--- src/rtl/flash_cmd_sequencer.sv ---
// Parallel NOR flash command sequencer: issues unlock/command write cycles for
// program, sector erase, chip erase and read-array reset, then polls DQ6/DQ5.
module flash_cmd_sequencer #(
  parameter int unsigned WE_PULSE = 2,
  parameter logic [15:0] TIMEOUT  = 16'hFFFF
) (
  input  logic        m2,
  input  logic        rst_n,
  input  logic        req,
  input  logic [1:0]  op,
  input  logic [26:0] addr,
  input  logic [7:0]  wdata,
  output logic        busy,
  output logic        done,
  output logic        error,
  output logic [26:0] flash_addr,
  output logic [7:0]  flash_dq_out,
  output logic        flash_dq_oe,
  input  logic [7:0]  flash_dq_in,
  output logic        flash_ce_n,
  output logic        flash_oe_n,
  output logic        flash_we_n
);

  localparam logic [26:0] U1      = 27'h0000AAA;
  localparam logic [26:0] U2      = 27'h0000555;
  localparam logic [3:0]  WE_LOAD = 4'(WE_PULSE - 1);

  typedef enum logic [2:0] {
    IDLE  = 3'd0,
    SETUP = 3'd1,
    WE    = 3'd2,
    HOLD  = 3'd3,
    RD1   = 3'd4,
    RD2   = 3'd5,
    DONE  = 3'd6,
    ERR   = 3'd7
  } state_t;

  // Index of the final write of each command sequence.
  function automatic logic [2:0] last_idx(input logic [1:0] o);
    case (o)
      2'b00:   last_idx = 3'd3;
      2'b01:   last_idx = 3'd5;
      2'b10:   last_idx = 3'd5;
      default: last_idx = 3'd0;
    endcase
  endfunction

  function automatic logic [7:0] cmd_data(input logic [1:0] o, input logic [2:0] idx,
                                          input logic [7:0] wd);
    if (o == 2'b11) begin
      cmd_data = 8'hF0;
    end else begin
      case (idx)
        3'd0:    cmd_data = 8'hAA;
        3'd1:    cmd_data = 8'h55;
        3'd2:    cmd_data = (o == 2'b00) ? 8'hA0 : 8'h80;
        3'd3:    cmd_data = (o == 2'b00) ? wd : 8'hAA;
        3'd4:    cmd_data = 8'h55;
        default: cmd_data = (o == 2'b01) ? 8'h30 : 8'h10;
      endcase
    end
  endfunction

  function automatic logic [26:0] cmd_addr(input logic [1:0] o, input logic [2:0] idx,
                                           input logic [26:0] a);
    if (o == 2'b11) begin
      cmd_addr = a;
    end else begin
      case (idx)
        3'd0:    cmd_addr = U1;
        3'd1:    cmd_addr = U2;
        3'd2:    cmd_addr = U1;
        3'd3:    cmd_addr = (o == 2'b00) ? a : U1;
        3'd4:    cmd_addr = U2;
        default: cmd_addr = (o == 2'b01) ? a : U1;
      endcase
    end
  endfunction

  state_t      state_r, state_s;
  logic [2:0]  wr_idx_r, wr_idx_s;
  logic [3:0]  we_cnt_r, we_cnt_s;
  logic        rd_ph_r, rd_ph_s;
  logic [15:0] poll_cnt_r, poll_cnt_s;
  logic        dq6_r, dq6_s;
  logic [1:0]  op_r, op_s;
  logic [26:0] addr_r, addr_s;
  logic [7:0]  wdata_r, wdata_s;
  logic        error_r, error_s;
  logic        busy_r, busy_s, done_r, done_s;
  logic        ce_n_r, ce_n_s, oe_n_r, oe_n_s, we_n_r, we_n_s, dq_oe_r, dq_oe_s;
  logic [26:0] faddr_r, faddr_s;
  logic [7:0]  dq_out_r, dq_out_s;
  logic        unused_dq_s;

  // Only DQ6 (toggle) and DQ5 (failure) carry status during polling.
  assign unused_dq_s = ^{flash_dq_in[7], flash_dq_in[4:0]};

  // Next-state and datapath update for the sequencer FSM.
  always_comb begin
    state_s    = state_r;
    wr_idx_s   = wr_idx_r;
    we_cnt_s   = we_cnt_r;
    rd_ph_s    = rd_ph_r;
    poll_cnt_s = poll_cnt_r;
    dq6_s      = dq6_r;
    op_s       = op_r;
    addr_s     = addr_r;
    wdata_s    = wdata_r;
    error_s    = error_r;
    case (state_r)
      IDLE: begin
        if (req) begin
          state_s    = SETUP;
          op_s       = op;
          addr_s     = addr;
          wdata_s    = wdata;
          wr_idx_s   = 3'd0;
          poll_cnt_s = 16'd0;
          error_s    = 1'b0;
        end else begin
          state_s = IDLE;
        end
      end
      SETUP: begin
        state_s  = WE;
        we_cnt_s = WE_LOAD;
      end
      WE: begin
        if (we_cnt_r == 4'd0) begin
          state_s = HOLD;
        end else begin
          we_cnt_s = we_cnt_r - 4'd1;
        end
      end
      HOLD: begin
        if (wr_idx_r != last_idx(op_r)) begin
          wr_idx_s = wr_idx_r + 3'd1;
          state_s  = SETUP;
        end else if (op_r == 2'b11) begin
          state_s = DONE;
        end else begin
          state_s = RD1;
          rd_ph_s = 1'b0;
        end
      end
      RD1: begin
        if (!rd_ph_r) begin
          rd_ph_s = 1'b1;
        end else begin
          dq6_s   = flash_dq_in[6];
          rd_ph_s = 1'b0;
          state_s = RD2;
        end
      end
      RD2: begin
        if (!rd_ph_r) begin
          rd_ph_s = 1'b1;
        end else begin
          rd_ph_s = 1'b0;
          // Stable DQ6 means the embedded algorithm finished; timeout beats another poll.
          if (dq6_r == flash_dq_in[6]) begin
            state_s = DONE;
          end else if (flash_dq_in[5]) begin
            state_s = ERR;
            error_s = 1'b1;
          end else if (({1'b0, poll_cnt_r} + 17'd1) >= {1'b0, TIMEOUT}) begin
            state_s = ERR;
            error_s = 1'b1;
          end else begin
            poll_cnt_s = poll_cnt_r + 16'd1;
            state_s    = RD1;
          end
        end
      end
      DONE:    state_s = IDLE;
      ERR:     state_s = IDLE;
      default: state_s = IDLE;
    endcase
  end

  // Bus and status values for the upcoming cycle, registered below.
  always_comb begin
    busy_s   = 1'b0;
    done_s   = (state_s == DONE);
    ce_n_s   = 1'b1;
    oe_n_s   = 1'b1;
    we_n_s   = 1'b1;
    dq_oe_s  = 1'b0;
    faddr_s  = 27'd0;
    dq_out_s = 8'd0;
    case (state_s)
      SETUP, WE, HOLD: begin
        busy_s   = 1'b1;
        ce_n_s   = 1'b0;
        we_n_s   = (state_s == WE) ? 1'b0 : 1'b1;
        dq_oe_s  = 1'b1;
        faddr_s  = cmd_addr(op_s, wr_idx_s, addr_s);
        dq_out_s = cmd_data(op_s, wr_idx_s, wdata_s);
      end
      RD1, RD2: begin
        busy_s  = 1'b1;
        ce_n_s  = 1'b0;
        oe_n_s  = 1'b0;
        faddr_s = cmd_addr(op_s, wr_idx_s, addr_s);
      end
      default: begin
        busy_s = 1'b0;
      end
    endcase
  end

  // State, latched request fields and registered outputs.
  always_ff @(posedge m2 or negedge rst_n) begin
    if (!rst_n) begin
      state_r    <= IDLE;
      wr_idx_r   <= 3'd0;
      we_cnt_r   <= 4'd0;
      rd_ph_r    <= 1'b0;
      poll_cnt_r <= 16'd0;
      dq6_r      <= 1'b0;
      op_r       <= 2'd0;
      addr_r     <= 27'd0;
      wdata_r    <= 8'd0;
      error_r    <= 1'b0;
      busy_r     <= 1'b0;
      done_r     <= 1'b0;
      ce_n_r     <= 1'b1;
      oe_n_r     <= 1'b1;
      we_n_r     <= 1'b1;
      dq_oe_r    <= 1'b0;
      faddr_r    <= 27'd0;
      dq_out_r   <= 8'd0;
    end else begin
      state_r    <= state_s;
      wr_idx_r   <= wr_idx_s;
      we_cnt_r   <= we_cnt_s;
      rd_ph_r    <= rd_ph_s;
      poll_cnt_r <= poll_cnt_s;
      dq6_r      <= dq6_s;
      op_r       <= op_s;
      addr_r     <= addr_s;
      wdata_r    <= wdata_s;
      error_r    <= error_s;
      busy_r     <= busy_s;
      done_r     <= done_s;
      ce_n_r     <= ce_n_s;
      oe_n_r     <= oe_n_s;
      we_n_r     <= we_n_s;
      dq_oe_r    <= dq_oe_s;
      faddr_r    <= faddr_s;
      dq_out_r   <= dq_out_s;
    end
  end

  assign busy         = busy_r;
  assign done         = done_r;
  assign error        = error_r;
  assign flash_ce_n   = ce_n_r;
  assign flash_oe_n   = oe_n_r;
  assign flash_we_n   = we_n_r;
  assign flash_dq_oe  = dq_oe_r;
  assign flash_addr   = faddr_r;
  assign flash_dq_out = dq_out_r;

endmodule

--- config.mk ---
export PLATFORM = sky130hd
export DESIGN_NAME = flash_cmd_sequencer
export DESIGN_NICKNAME = d
export VERILOG_FILES = /design/src/rtl/flash_cmd_sequencer.sv
export SDC_FILE = /design/constraint.sdc
export NUM_CORES = 1
export LEC_CHECK = 0
export ABC_AREA = 1
export BUFFER_PORTS_ARGS = -buffer_cell sky130_fd_sc_hd__buf_2
export CAP_MARGIN = 20
export CORE_ASPECT_RATIO = 0.5
export CORE_MARGIN = 1
export CORE_UTILIZATION = 40
export CTS_CLUSTER_DIAMETER = 80
export CTS_CLUSTER_SIZE = 12
export DETAILED_ROUTE_END_ITERATION = 10
export HOLD_SLACK_MARGIN = 0.12
export PLACE_DENSITY = 0.67
export SETUP_SLACK_MARGIN = 0.2
export SYNTH_ARGS = -nofsm -noshare
export SYNTH_HDL_FRONTEND = slang
export SYNTH_SLANG_ARGS = --single-unit
--- constraint.sdc ---
create_clock -name m2 -period 3.1 [get_ports m2]
set_clock_uncertainty 0.05 [all_clocks]
set_input_delay 0.465 -clock m2 [delete_from_list [all_inputs] [get_ports m2]]
set_output_delay 0.465 -clock m2 [all_outputs]
set_load 0.005 [all_outputs]
* Word level (Yosys, flattened, before mapping)
Index checks and enable logic that the tools add are counted.
Storage, ports and cells: register bits 107, input bits 48, word-level logic and storage cells 133
Operators by class: add/sub/neg operators 4, $lt $le $gt $ge 1, equal/unequal tests 33, muxes and demuxes 56, reductions and logical operators 21
Operators by type and width (number):
- two-way mux 27 bit | 6
- case mux 27 bit (3 select lines) | 1
- two-way mux 16 bit | 5
- two-way mux 8 bit | 5
- case mux 16 bit (2 select lines) | 1
- case mux 8 bit (4 select lines) | 1
- == test 3 bit (second input constant) | 8
- two-way mux 3 bit | 7
- case mux 3 bit (7 select lines) | 1
- == test 3 x 2 -> 1 bit (second input constant) | 6
- adder 16 x 1 -> 17 bit (second input constant) | 1
- >= comparator 17 x 16 -> 1 bit (second input constant) | 1
- adder 16 x 1 -> 16 bit (second input constant) | 1
- inequality test 2 bit (second input constant) | 8
- two-way mux 1 bit | 15
- two-way mux 2 bit | 6
- two-way mux 6 bit | 2
- case mux 3 bit (2 select lines) | 2
- OR reduction 2 bit | 6
- == test 3 x 1 -> 1 bit (second input constant) | 3
- case mux 4 bit (2 select lines) | 1
- == test 2 bit (second input constant) | 3
- logical NOT 3 bit | 2
- AND reduction 6 bit | 1
- 16 further kinds | 22

* Longest topological paths before layout
Gate-level depths: netlist of run 1.
depth in word-level cells 12, gate-level depth with buffers 20, gate-level depth less buffers 18

* Worst setup path before layout of run 1
No wires, ideal clock.
path kind register to register, start reg op_r[0], end reg faddr_r[7], in the netlist flash_addr[7], library setup time 113 ps, data arrival time 2088 ps, required time 2937 ps, path slack 850 ps, cell stages (with the launch flop) 17, buffers on the path 0, period minus slack after synthesis 2250 ps, path through dfrtp_1 > inv_1 > ha_1 > xnor2_1 > nand3_1 > nand2_1 > inv_2 > nand2_1 > nand3_2 > nand2_1 > nand2_1 > inv_1 > nand3_4 > nand2_1 > nor2_1 > nand2_1 > inv_1
On the way: cells in the longest elaborated chain, start to end 12, elaborated cells on any way between the ends 36, classes of those cells eq/ne (15); mux (14); reduce/logical (7)
RTL lines:
- start, declared | RTL line 88 | logic [1:0] op_r, op_s;
- start signal, assigned | RTL line 243 | op_r <= op_s;
- == test 2 bit / == test 2 x 1 -> 1 bit (equally long branches) | RTL line 42 | case (o)
- OR reduction 2 bit (no source line)
- case mux 3 bit (2 select lines) | RTL line 42
- two-way mux 3 bit | RTL line 113 | case (state_r)
- inequality test 3 bit | RTL line 139 | if (wr_idx_r != last_idx(op_r)) begin
- two-way mux 3 bit | RTL line 139
- case mux 3 bit (2 select lines) | RTL line 113
- == test 3 bit, or another cell as far along | RTL line 71 | case (idx)
- OR reduction 2 bit (no source line)
- case mux 27 bit (3 select lines) | RTL line 71
- two-way mux 27 bit | RTL line 68 | if (o == 2'b11) begin
- two-way mux 27 bit *
- named net faddr_s[7] | RTL line 94 | logic [26:0] faddr_r, faddr_s;
- end signal, assigned | RTL line 253 | faddr_r <= faddr_s;
- end, declared | RTL line 94
The timed path passes the listed nets; every way through them passes the cells marked *. The select of a mux whose other input is x is not followed. A chain may end at the register's enable or synchronous reset.

* Worst setup path in the final report of run 1
Same ends and word-level chain as after synthesis.

==> results.md, run 1 <==
* Outcome: finished clean
* Most frequent cell on the critical path: nand2_1
* Final Worst Setup Slack at 0.453 ns
* Routed Antenna Nets at 0
* Port-buffer cells at 83
* CTS root buf: clkbuf_16
* Met1 Track Usage GR at 0.233
* Layout Area Growth over Synthesis at 18.0%
* Ys Warns at 0
* Crit Path Class: flip-flop to flip-flop
* Pwr/cell area at 1040 nW/µm²
* Clock buffer count from CTS at 9
* Setup tns final at 0 ns
* Internal power at 3.80 mW
* GRT busiest layer: met2
* Routed vias at 4396
* Sw Share at 0.429
* Met2 Usage GRT at 0.306
* Layout cells sized above 1 at 0.223
* Grt ovf at 0
* Die height at ~84 µm
* Most frequent cells in the layout: 216 x nand2_1, 104 x dfrtp_1, 100 x inv_1
* Final hold vios at 0
* Pin count of the biggest net entering global routing at 58
* Gate Count Post-Synth at 671
* Residual DRC at 0
* F_max at ~380 MHz
* Overall power at 6.65 mW
* CTS tree: done
* Initial Util at 0.418
* Worst-path cell chain: inv_1 > ha_1 > xnor2_1 > nand3_1 > nand2_1 > inv_2 > nand2_1 > nand3_2 > nand2_1 > nand2_1 > inv_1 > nand3_4 > nand2_1 > nor2_1 > nand2_1 > inv_1
* Post-Place Cell Area at 6010 µm²
* Fin crit share at 0.854
* CP Launch Type: flip-flop
* Postcts setup bufs at 0
* FP Rows at 29
* Number of clock sinks at 107
* Register area share after synthesis at 0.497
* Vias in the first global route at 4411
* Synth unique cells at 41
* Hpwl dp at 8370 µm
* CP bufs+invs at 4
* Tmin final at 2.65 ns
* Hold crit path type: input pin to asynchronous set/reset pin
* LEAKAGE at 3.59 nW
* Design area at 6370 µm²
* Post-Syn Area per Cell at 8.05 µm²
* Mapped cell area at 5400 µm²
* N_diodes at 0
* Clk Latency, worst-skew pair at between 0.3 and 0.4 ns
* Buffers from clock root to sink, at most at 2
* Crit-path leading delay family: simple AND/OR/NAND/NOR gates
* Worst setup EP type: flip-flop
* Data arrival time of the worst path at 2.85 ns
* CTS clk-pin slew, worst paths at ~0.070 ns
* Req. time, crit path at 3.30 ns
* CP peak stage delay at 0.38 ns
* Clock share of power at 0.199
* M3 GR Usage at 0.0391
* Routed wire per std cell at 12.6 µm
* Worst Tran Pin Value at 0.743 ns
* Sequential share of power at 0.313
* # Max-Cap Violations at 0
* Vias per cell at 4.72
* Routed wire length at between 10000 and 15000 µm
* I/O pins at 90
* Die area at 14000 µm²
* Global-route wire length before repair at 20200 µm
* Die W at 166 µm
* Max transition margin at 0.505
* Pre-CTS WS at 0.349 ns
* Final-report max-slew violation count at 0
* DRT Pass-1 Iters at 4
* Combinational power share at 0.488
* RSZ-0062 raised after global routing: no
* Core ar. at 12900 µm²
* Initial antenna violation count at 1
* Syn Nets at 727
* Commonest non-fill, non-tap cell in the layout: nand2_1
* # H-tree levels at 3
* Tot GR Track Use at 0.180
* CP max-delay cell: dfrtp_1
* P_sw at 2.85 mW
* Placer Congestion at around 0.87
* Yosys reg bits at 107
* Initial DRC Count at 204
* CP max FO at 8
* # setup viols final at 0
* Maximum VDD drop at 0.382 mV
* Fin nets at 813
kinds of logic (layout without fill, tap and decap cells):
group | Yosys count | in the layout | synth area share
muxes | 2 | 2 | 0.00394
buffers and inverters | 132 | 223 | 0.103
and+or+nand+nor | 364 | 364 | 0.310
xor gates and xnor gates | 7 | 7 | 0.0114
DFF | 107 | 107 | 0.497
AOI/OAI and AO/OA | 51 | 51 | 0.0565
adders and majority gates | 8 | 8 | 0.0185
power by group through the flow:
stage | Sequential (mW) | Combinational, mW | Clock, mW
6_report | 2.08 | 3.24 | 1.32
5_1_grt | 2.13 | 3.72 | 1.41
4_1_cts | 2.08 | 3.25 | 1.35
3_5_place_dp | 2.11 | 3.23 | 0
3_3_place_gp | 2.10 | 3.17 | 0
2_1_floorplan | 2.10 | 2.44 | 0
layout make-up:
class | instances | area, µm²
Timing Repair Buffer | 92 | 523
Clock inverter | 6 | 113
Inverter | 115 | 437
Clock buffer | 10 | 229
Sequential cell | 107 | 2680
Multi-Input combinational cell | 432 | 2180
Fill cell | 1261 | 6550
Tap cell | 170 | 213
metrics by stage:
step | utilization | instances | hold WS [ns]
finish | 0.493 | 932 | 0.125
global route | 0.493 | 932 | 0.191
CTS | 0.492 | 932 | 0.159
detailed placement | 0.466 | 916 | 0.413
global placement | 0.466 | 916 | 0.412
floorplan | - | 671 | 0.119
sequential cells by signal, indices dropped and copies added (netlist names), 2 cells and up:
signal	cells
we_cnt_r	4
op_r	2
flash_dq_out	8
wdata_r	8
addr_r	27
wr_idx_r	3
state_r	3
poll_cnt_r	16
flash_addr	27
final timing paths:
kind | from | to | slack (ns) | cells after the start
min in group m2 | addr[13] | addr_r[13]$_DFF_PN0_ | 0.28 | 3
setup reg to reg | op_r[0]$_DFF_PN0_ | flash_addr[7]$_DFF_PN0_ | 0.45 | 16
hold reg to reg | wdata_r[2]$_DFF_PN0_ | wdata_r[2]$_DFF_PN0_ | 0.43 | 2
hold / removal | rst_n | flash_addr[6]$_DFF_PN0_ | 0.12 | 1
setup / recovery | op_r[0]$_DFF_PN0_ | flash_addr[7]$_DFF_PN0_ | 0.45 | 16
max in group asynchronous | rst_n | flash_oe_n$_DFF_PN1_ | 2.10 | 2
cells in the mapped netlist (all sizes together):
cell    instances  area share
nand2         240        0.18
inv           115       0.081
dfrtp         104        0.48
nor2           50       0.048
nand3          47       0.049
o21ai          23       0.025
nand4          18       0.022
a21oi          10      0.0093
buf            10       0.017
o22ai           9       0.010
ha              8       0.019
clkbuf          7      0.0049
a31oi           5      0.0058
xor2            5      0.0081
nor3            4      0.0046
dfstp           3       0.015
or2             3      0.0035
o211ai          2      0.0028
xnor2           2      0.0032
a211oi          1      0.0014
mux2            1      0.0021
mux2i           1      0.0019
nor3b           1      0.0014
nor4            1      0.0012
o21a            1      0.0014
per-layer routing:
metal	part of all wire	up-vias
met3	0.036	11
met2	0.46	77
li1	-	2250
met1	0.49	2058
met5	0	-
met4	0.010	0
what timing repair did:
action	in CTS	in global routing
resized for setup	0	2
setup endpoints to repair	0	17
hold buffers	0	0
Note: power is estimated with default switching activity, not from simulation.
==> inputs of run 2 (changes only) <==
--- a/config.mk
+++ b/config.mk
@@ -9,13 +9,14 @@
 export BUFFER_PORTS_ARGS = -buffer_cell sky130_fd_sc_hd__buf_2
 export CAP_MARGIN = 20
 export CORE_ASPECT_RATIO = 0.5
-export CORE_MARGIN = 1
+export CORE_MARGIN = 2
 export CORE_UTILIZATION = 40
 export CTS_CLUSTER_DIAMETER = 80
 export CTS_CLUSTER_SIZE = 12
 export DETAILED_ROUTE_END_ITERATION = 10
 export HOLD_SLACK_MARGIN = 0.12
 export PLACE_DENSITY = 0.67
+export REMOVE_ABC_BUFFERS = 1
 export SETUP_SLACK_MARGIN = 0.2
 export SYNTH_ARGS = -nofsm -noshare
 export SYNTH_HDL_FRONTEND = slang
==> run 2 against run 1 <==
Flip-flop and latch count is the same. Die area up 3.6%. Largest cell class unchanged. Non-clock buffer count is the same. Via count rose by 0.16%. Wire length fell by 1.6%. First-iteration DRC count is 30% higher. Highest routed layer unchanged. Register-to-register slack improved by 0.05 ns.
==> results.md, run 2 (synthesis gave the netlist of run 1 again) <==
* Crit Path Class: flip-flop to flip-flop
* Routed Antenna Nets at 0
* CP Capture Point: flash_addr[14]$_DFF_PN0_
* Hpwl dp at 8320 µm
* F_max at 385 MHz
* Port-buffer cells at between 80 and 90
* Die area at 14500 µm²
* N_diodes at 0
* Multi-input combinational cell area at 2190 µm²
* Placer Congestion at 0.841
* Clock buffer count from CTS at 9
* LEAKAGE at 3.57 nW
* FP Rows at 29
* Final-report max-slew violation count at 0
* Pre-CTS WS at 0.227 ns
* Clk Latency, worst-skew pair at 0.35 ns
* Final hold vios at 0
* CP max FO at 21
* RSZ-0062 raised after global routing: yes
* Fin crit share at 0.837
* Most frequent cells in the layout: 215 x nand2_1, 104 x dfrtp_1, 100 x inv_1
* Core ar. at between 10000 and 15000 µm²
* Data arrival time of the worst path at 2.79 ns
* Reg-to-Reg End: flash_addr[14]$_DFF_PN0_
* Vias per cell at about 4.7
* Layout cells sized above 1 at 0.226
* Routed vias at 4403
* Worst Tran Pin Value at 0.670 ns
* Global-route wire length before repair at just under 20000 µm
* Routed wire length at 11500 µm
* Req. time, crit path at 3.29 ns
* CTS tree: done
* Commonest non-fill, non-tap cell in the layout: nand2_1
* Buffers from clock root to sink, at most at 2
* Worst setup startpoint: op_r[0]$_DFF_PN0_
* Worst setup EP type: flip-flop
* Vias in the first global route at 4300
* Final Worst Setup Slack at 0.506 ns
* Max transition margin at 0.553
* I/O pins at 90
* # Max-Cap Violations at 0
* Initial Util at 0.418
* Post-layout utilization of the core at 0.491
* Maximum VDD drop at 0.475 mV
* Tmin final at 2.59 ns
* CTS clk-pin slew, worst paths at 0.08 ns
* Fill cells at 1242
* Die height at 86.2 µm
* Initial DRC Count at between 200 and 300
* Setup tns final at 0 ns
* R2R setup slack at 0.51 ns
* Initial antenna violation count at 0
* CTS root buf: clkbuf_16
* Fin nets at ~810
* Hold crit path type: input pin to flip-flop
* Number of clock sinks at 107
* CP Launch Type: flip-flop
* R2r worst-path depth at 16
* Reg2Reg Launch Point: op_r[0]$_DFF_PN0_
* Routed wire per std cell at around 12 µm
* Pwr/cell area at 1010 nW/µm²
* Layout Area Growth over Synthesis at 17.4%
* Grt ovf at 0
* Die W at 168 µm
* DRT Pass-1 Iters at 5
* Register area at 2680 µm²
* # setup viols final at 0
* Tot GR Track Use at 0.169
* # H-tree levels at 3
* Outcome: finished clean
* Pin count of the biggest net entering global routing at 56
* Residual DRC at 0
run 2: cell types whose count changed in the layout (fill, tap and decap cells not counted), sizes merged:
| cell | change |
|---|---|
| bufinv | -3 |
| inv | +1 |
| dlygate4sd3 | +1 |
| clkinv | +3 |
| buf | -1 |
| clkbuf | -1 |
run 2: layout make-up:
cell class / count / share of cell area
Sequential cell: 107 / 0.423
Tap cell: 170 / 0.0336
Inverter: 115 / 0.0689
Multi-Input combinational cell: 432 / 0.345
Timing Repair Buffer: 92 / 0.0809
Clock inverter: 7 / 0.0130
Clock buffer: 9 / 0.0355
run 2: worst min path at each step:
stage / slack [ns] / depth (start not counted) / start / endpoint
finish: 0.28 / 3 / wdata[3] / wdata_r[3]$_DFF_PN0_
global route: 0.28 / 3 / wdata[1] / wdata_r[1]$_DFF_PN0_
CTS: 0.27 / 3 / wdata[3] / wdata_r[3]$_DFF_PN0_
detailed placement: 0.41 / 2 / wdata_r[3]$_DFF_PN0_ / wdata_r[3]$_DFF_PN0_
global placement: 0.41 / 2 / addr_r[14]$_DFF_PN0_ / addr_r[14]$_DFF_PN0_
floorplan: 0.12 / 0 / rst_n / addr_r[0]$_DFF_PN0_
run 2: where the power goes:
| part | leakage, nW | switching, mW | total (mW) | internal (mW) |
|---|---|---|---|---|
| registers | 1.36 | 0.166 | 2.08 | 1.91 |
| logic | 2.06 | 2.13 | 3.16 | 1.03 |
| clock network | 0.150 | 0.577 | 1.15 | 0.575 |
run 2: per-layer routing:
metal	share of wire	track usage
met1	0.46	0.218
met2	0.50	0.289
met3	0.030	0.0378
met4	0.013	0.0462
met5	0	0
run 2: worst max-delay path, cell delays in order (launching register included):
cell	delay, ns
dfrtp_1	0.38
inv_1	0.07
ha_1	0.33
xnor2_2	0.21
nand3_1	0.16
nand2_1	0.13
inv_2	0.07
nand2_1	0.13
nand3_2	0.21
nand3_1	0.13
nand2_1	0.08
inv_2	0.12
nand2_8	0.15
nand2_1	0.11
inv_1	0.05
nand2_1	0.06
inv_1	0.05
run 2: metrics by stage:
step                power, mW  instances  cell area [µm²]  hold slack, ns
finish                   6.39        932             6340           0.280
detailed placement       5.25        915             5990           0.415
CTS                      6.42        932             6310           0.271
global placement         5.16        915             5990           0.409
global route             7.01        932             6340           0.280
floorplan                4.31        654             5280           0.119
run 2: timing repair:
| action | in CTS | in global routing |
|---|---|---|
| gates resized for setup | 0 | 4 |
| endpoints found under the hold margin | 15 | 0 |
| hold buffers | 1 | 0 |
| buffers inserted | 0 | 0 |
| endpoints found under the setup margin | 0 | 31 |
==> inputs of run 3 (changes only) <==
==> constraint.sdc (replaced) <==
create_clock -name m2 -period 2.65 [get_ports m2]
set_clock_uncertainty 0.05 [all_clocks]
set_input_delay 0.3975 -clock m2 [delete_from_list [all_inputs] [get_ports m2]]
set_output_delay 0.3975 -clock m2 [all_outputs]
set_load 0.005 [all_outputs]
==> run 3 against run 2 <==
Hold slack worse by 0.064 ns. Utilization increased by 3.8 points. Clock-buffer cell count is 1 higher. Flip-flop and latch count did not move. Power rose by 38%. Sequential share of layout area decreased by 3.0 points. Cell count rose by 2.8%. Final area rose by 7.8%. Clock power rose by 26%. Non-clock buffer count is 24 higher.
==> results.md, run 3 (synthesis gave the netlist of run 1 again) <==
* Buffers from clock root to sink, at most at 2
* Tot GR Track Use at 0.178
* Routed vias at 4588
* Commonest non-fill, non-tap cell in the layout: nand2_1
* Hold crit path type: input pin to flip-flop
* N_diodes at 0
* Die area at between 10000 and 15000 µm²
* FP Rows at 29
* Layout Area Growth over Synthesis at 26.6%
* Global-route wire length before repair at just over 20000 µm
* RSZ-0062 raised after global routing: yes
* R2r worst-path depth at 17
* DRT Pass-1 Iters at 5
* Placer Congestion at 0.837
* Req. time, crit path at roughly 2.9 ns
* # setup viols final at 0
* I/O pins at 90
* Number of clock sinks at approximately 110
* WHS at roughly 0.22 ns
* CTS root buf: clkbuf_16
* Pin count of the biggest net entering global routing at a little over 50
* Final Worst Setup Slack at 0.257 ns
* Initial Util at 0.418
* CP max FO at 8
* Pwr/cell area at approximately 1300 nW/µm²
* Grt ovf at 0
* Crit Path Class: flip-flop to flip-flop
* Setup tns final at 0 ns
* Hpwl dp at 8590 µm
* Routed wire length at 12800 µm
* Pre-CTS WS at 0.0462 ns
* Fin crit share at 0.903
* Vias in the first global route at approximately 4400
* Layout cells sized above 1 at 0.316
* Final-report max-slew violation count at 0
* Port-buffer cells at 83
* Most frequent cells in the layout: 186 x nand2_1, 103 x dfrtp_1, 87 x inv_1
* Routed Antenna Nets at 0
* Initial antenna violation count at 0
* Routed wire per std cell at around 13 µm
* Clk Latency, worst-skew pair at around 0.35 ns
* F_max at 418 MHz
* # H-tree levels at 3
* Residual DRC at 0
* # Max-Cap Violations at 0
* Post-route insts no fill at around 960
* Tmin final at roughly 2.4 ns
* Hold Crit Depth at 3
* CTS tree: done
* Final hold vios at 0
* CTS clk-pin slew, worst paths at 0.08 ns
* Data arrival time of the worst path at 2.64 ns
* Die height at approximately 86 µm
* Initial DRC Count at 293
* Outcome: finished clean
* LEAKAGE at between 3 and 4 nW
* Die W at 168 µm
* Max transition margin at 0.563
* Worst Tran Pin Value at about 0.66 ns
* Placed insts at 925
* Maximum VDD drop at 0.660 mV
* CP Launch Type: flip-flop
* Worst setup EP type: flip-flop
* Fin nets at 839
* Core ar. at about 13000 µm²
* Clock buffer count from CTS at 9
* Vias per cell at 4.79
* Post-layout utilization of the core at 0.529
* Fill cells at approximately 1200
-- run 3: final timing paths --
path	to	from	slack (ns)
max	flash_addr[14]$_DFF_PN0_	op_r[0]$_DFF_PN0_	0.26
min	wdata_r[6]$_DFF_PN0_	wdata[6]	0.22
max reg2reg	flash_addr[14]$_DFF_PN0_	op_r[0]$_DFF_PN0_	0.26
min reg2reg	wdata_r[1]$_DFF_PN0_	wdata_r[1]$_DFF_PN0_	0.43
max in group asynchronous	poll_cnt_r[0]$_DFFE_PN0P_	rst_n	1.23
min in group asynchronous	addr_r[18]$_DFF_PN0_	rst_n	0.55
-- run 3: through the flow --
step	area, µm²	power [mW]
3_5_place_dp	6080	6.35
3_3_place_gp	6080	6.25
5_1_grt	6830	9.53
2_1_floorplan	5280	5.04
6_report	6830	8.84
4_1_cts	6460	7.94
-- run 3: timing repair --
item | in CTS | in global routing
buffers inserted | 0 | 11
hold buffers | 1 | 0
hold endpoints to repair | 46 | 0
endpoints found under the setup margin | 28 | 51
gates cloned | 1 | 4
resized for setup | 5 | 67
pin swaps | 2 | 20
-- run 3: final cells by class --
class | count | area [µm²] | share of cell area
inverter | 115 | 452 | 0.0661
clock buffer | 10 | 239 | 0.0350
tap | 170 | 213 | 0.0311
clock inverter | 6 | 93.8 | 0.0137
timing repair buffer | 116 | 748 | 0.109
multi-input combinational | 434 | 2410 | 0.352
sequential | 107 | 2680 | 0.393
-- run 3: layer usage --
layer | global-route usage | up-vias | routed length, µm
li1 | - | 2293 | -
met1 | 0.224 | 2186 | 5780
met2 | 0.312 | 93 | 6410
met3 | 0.0411 | 16 | 500
met4 | 0.0478 | 0 | 147
met5 | 0 | - | 0
-- run 3: report_power, final --
| part | internal (mW) | switching [mW] |
|---|---|---|
| sequential | 2.24 | 0.209 |
| clock | 0.790 | 0.664 |
| combinational | 1.89 | 3.04 |
| total | 4.92 | 3.92 |
-- run 3: critical path, stage by stage (launching register included) --
cell	delay (ns)
dfrtp_1	0.40
inv_1	0.13
ha_4	0.24
xnor2_4	0.22
nand4_4	0.15
nand2_2	0.13
nand2_2	0.08
nand2_4	0.11
nand2_2	0.07
inv_2	0.07
nand2_4	0.09
nor2_8	0.14
inv_6	0.08
nand2_4	0.14
nand2_1	0.07
inv_1	0.07
nand2_2	0.05
inv_1	0.04
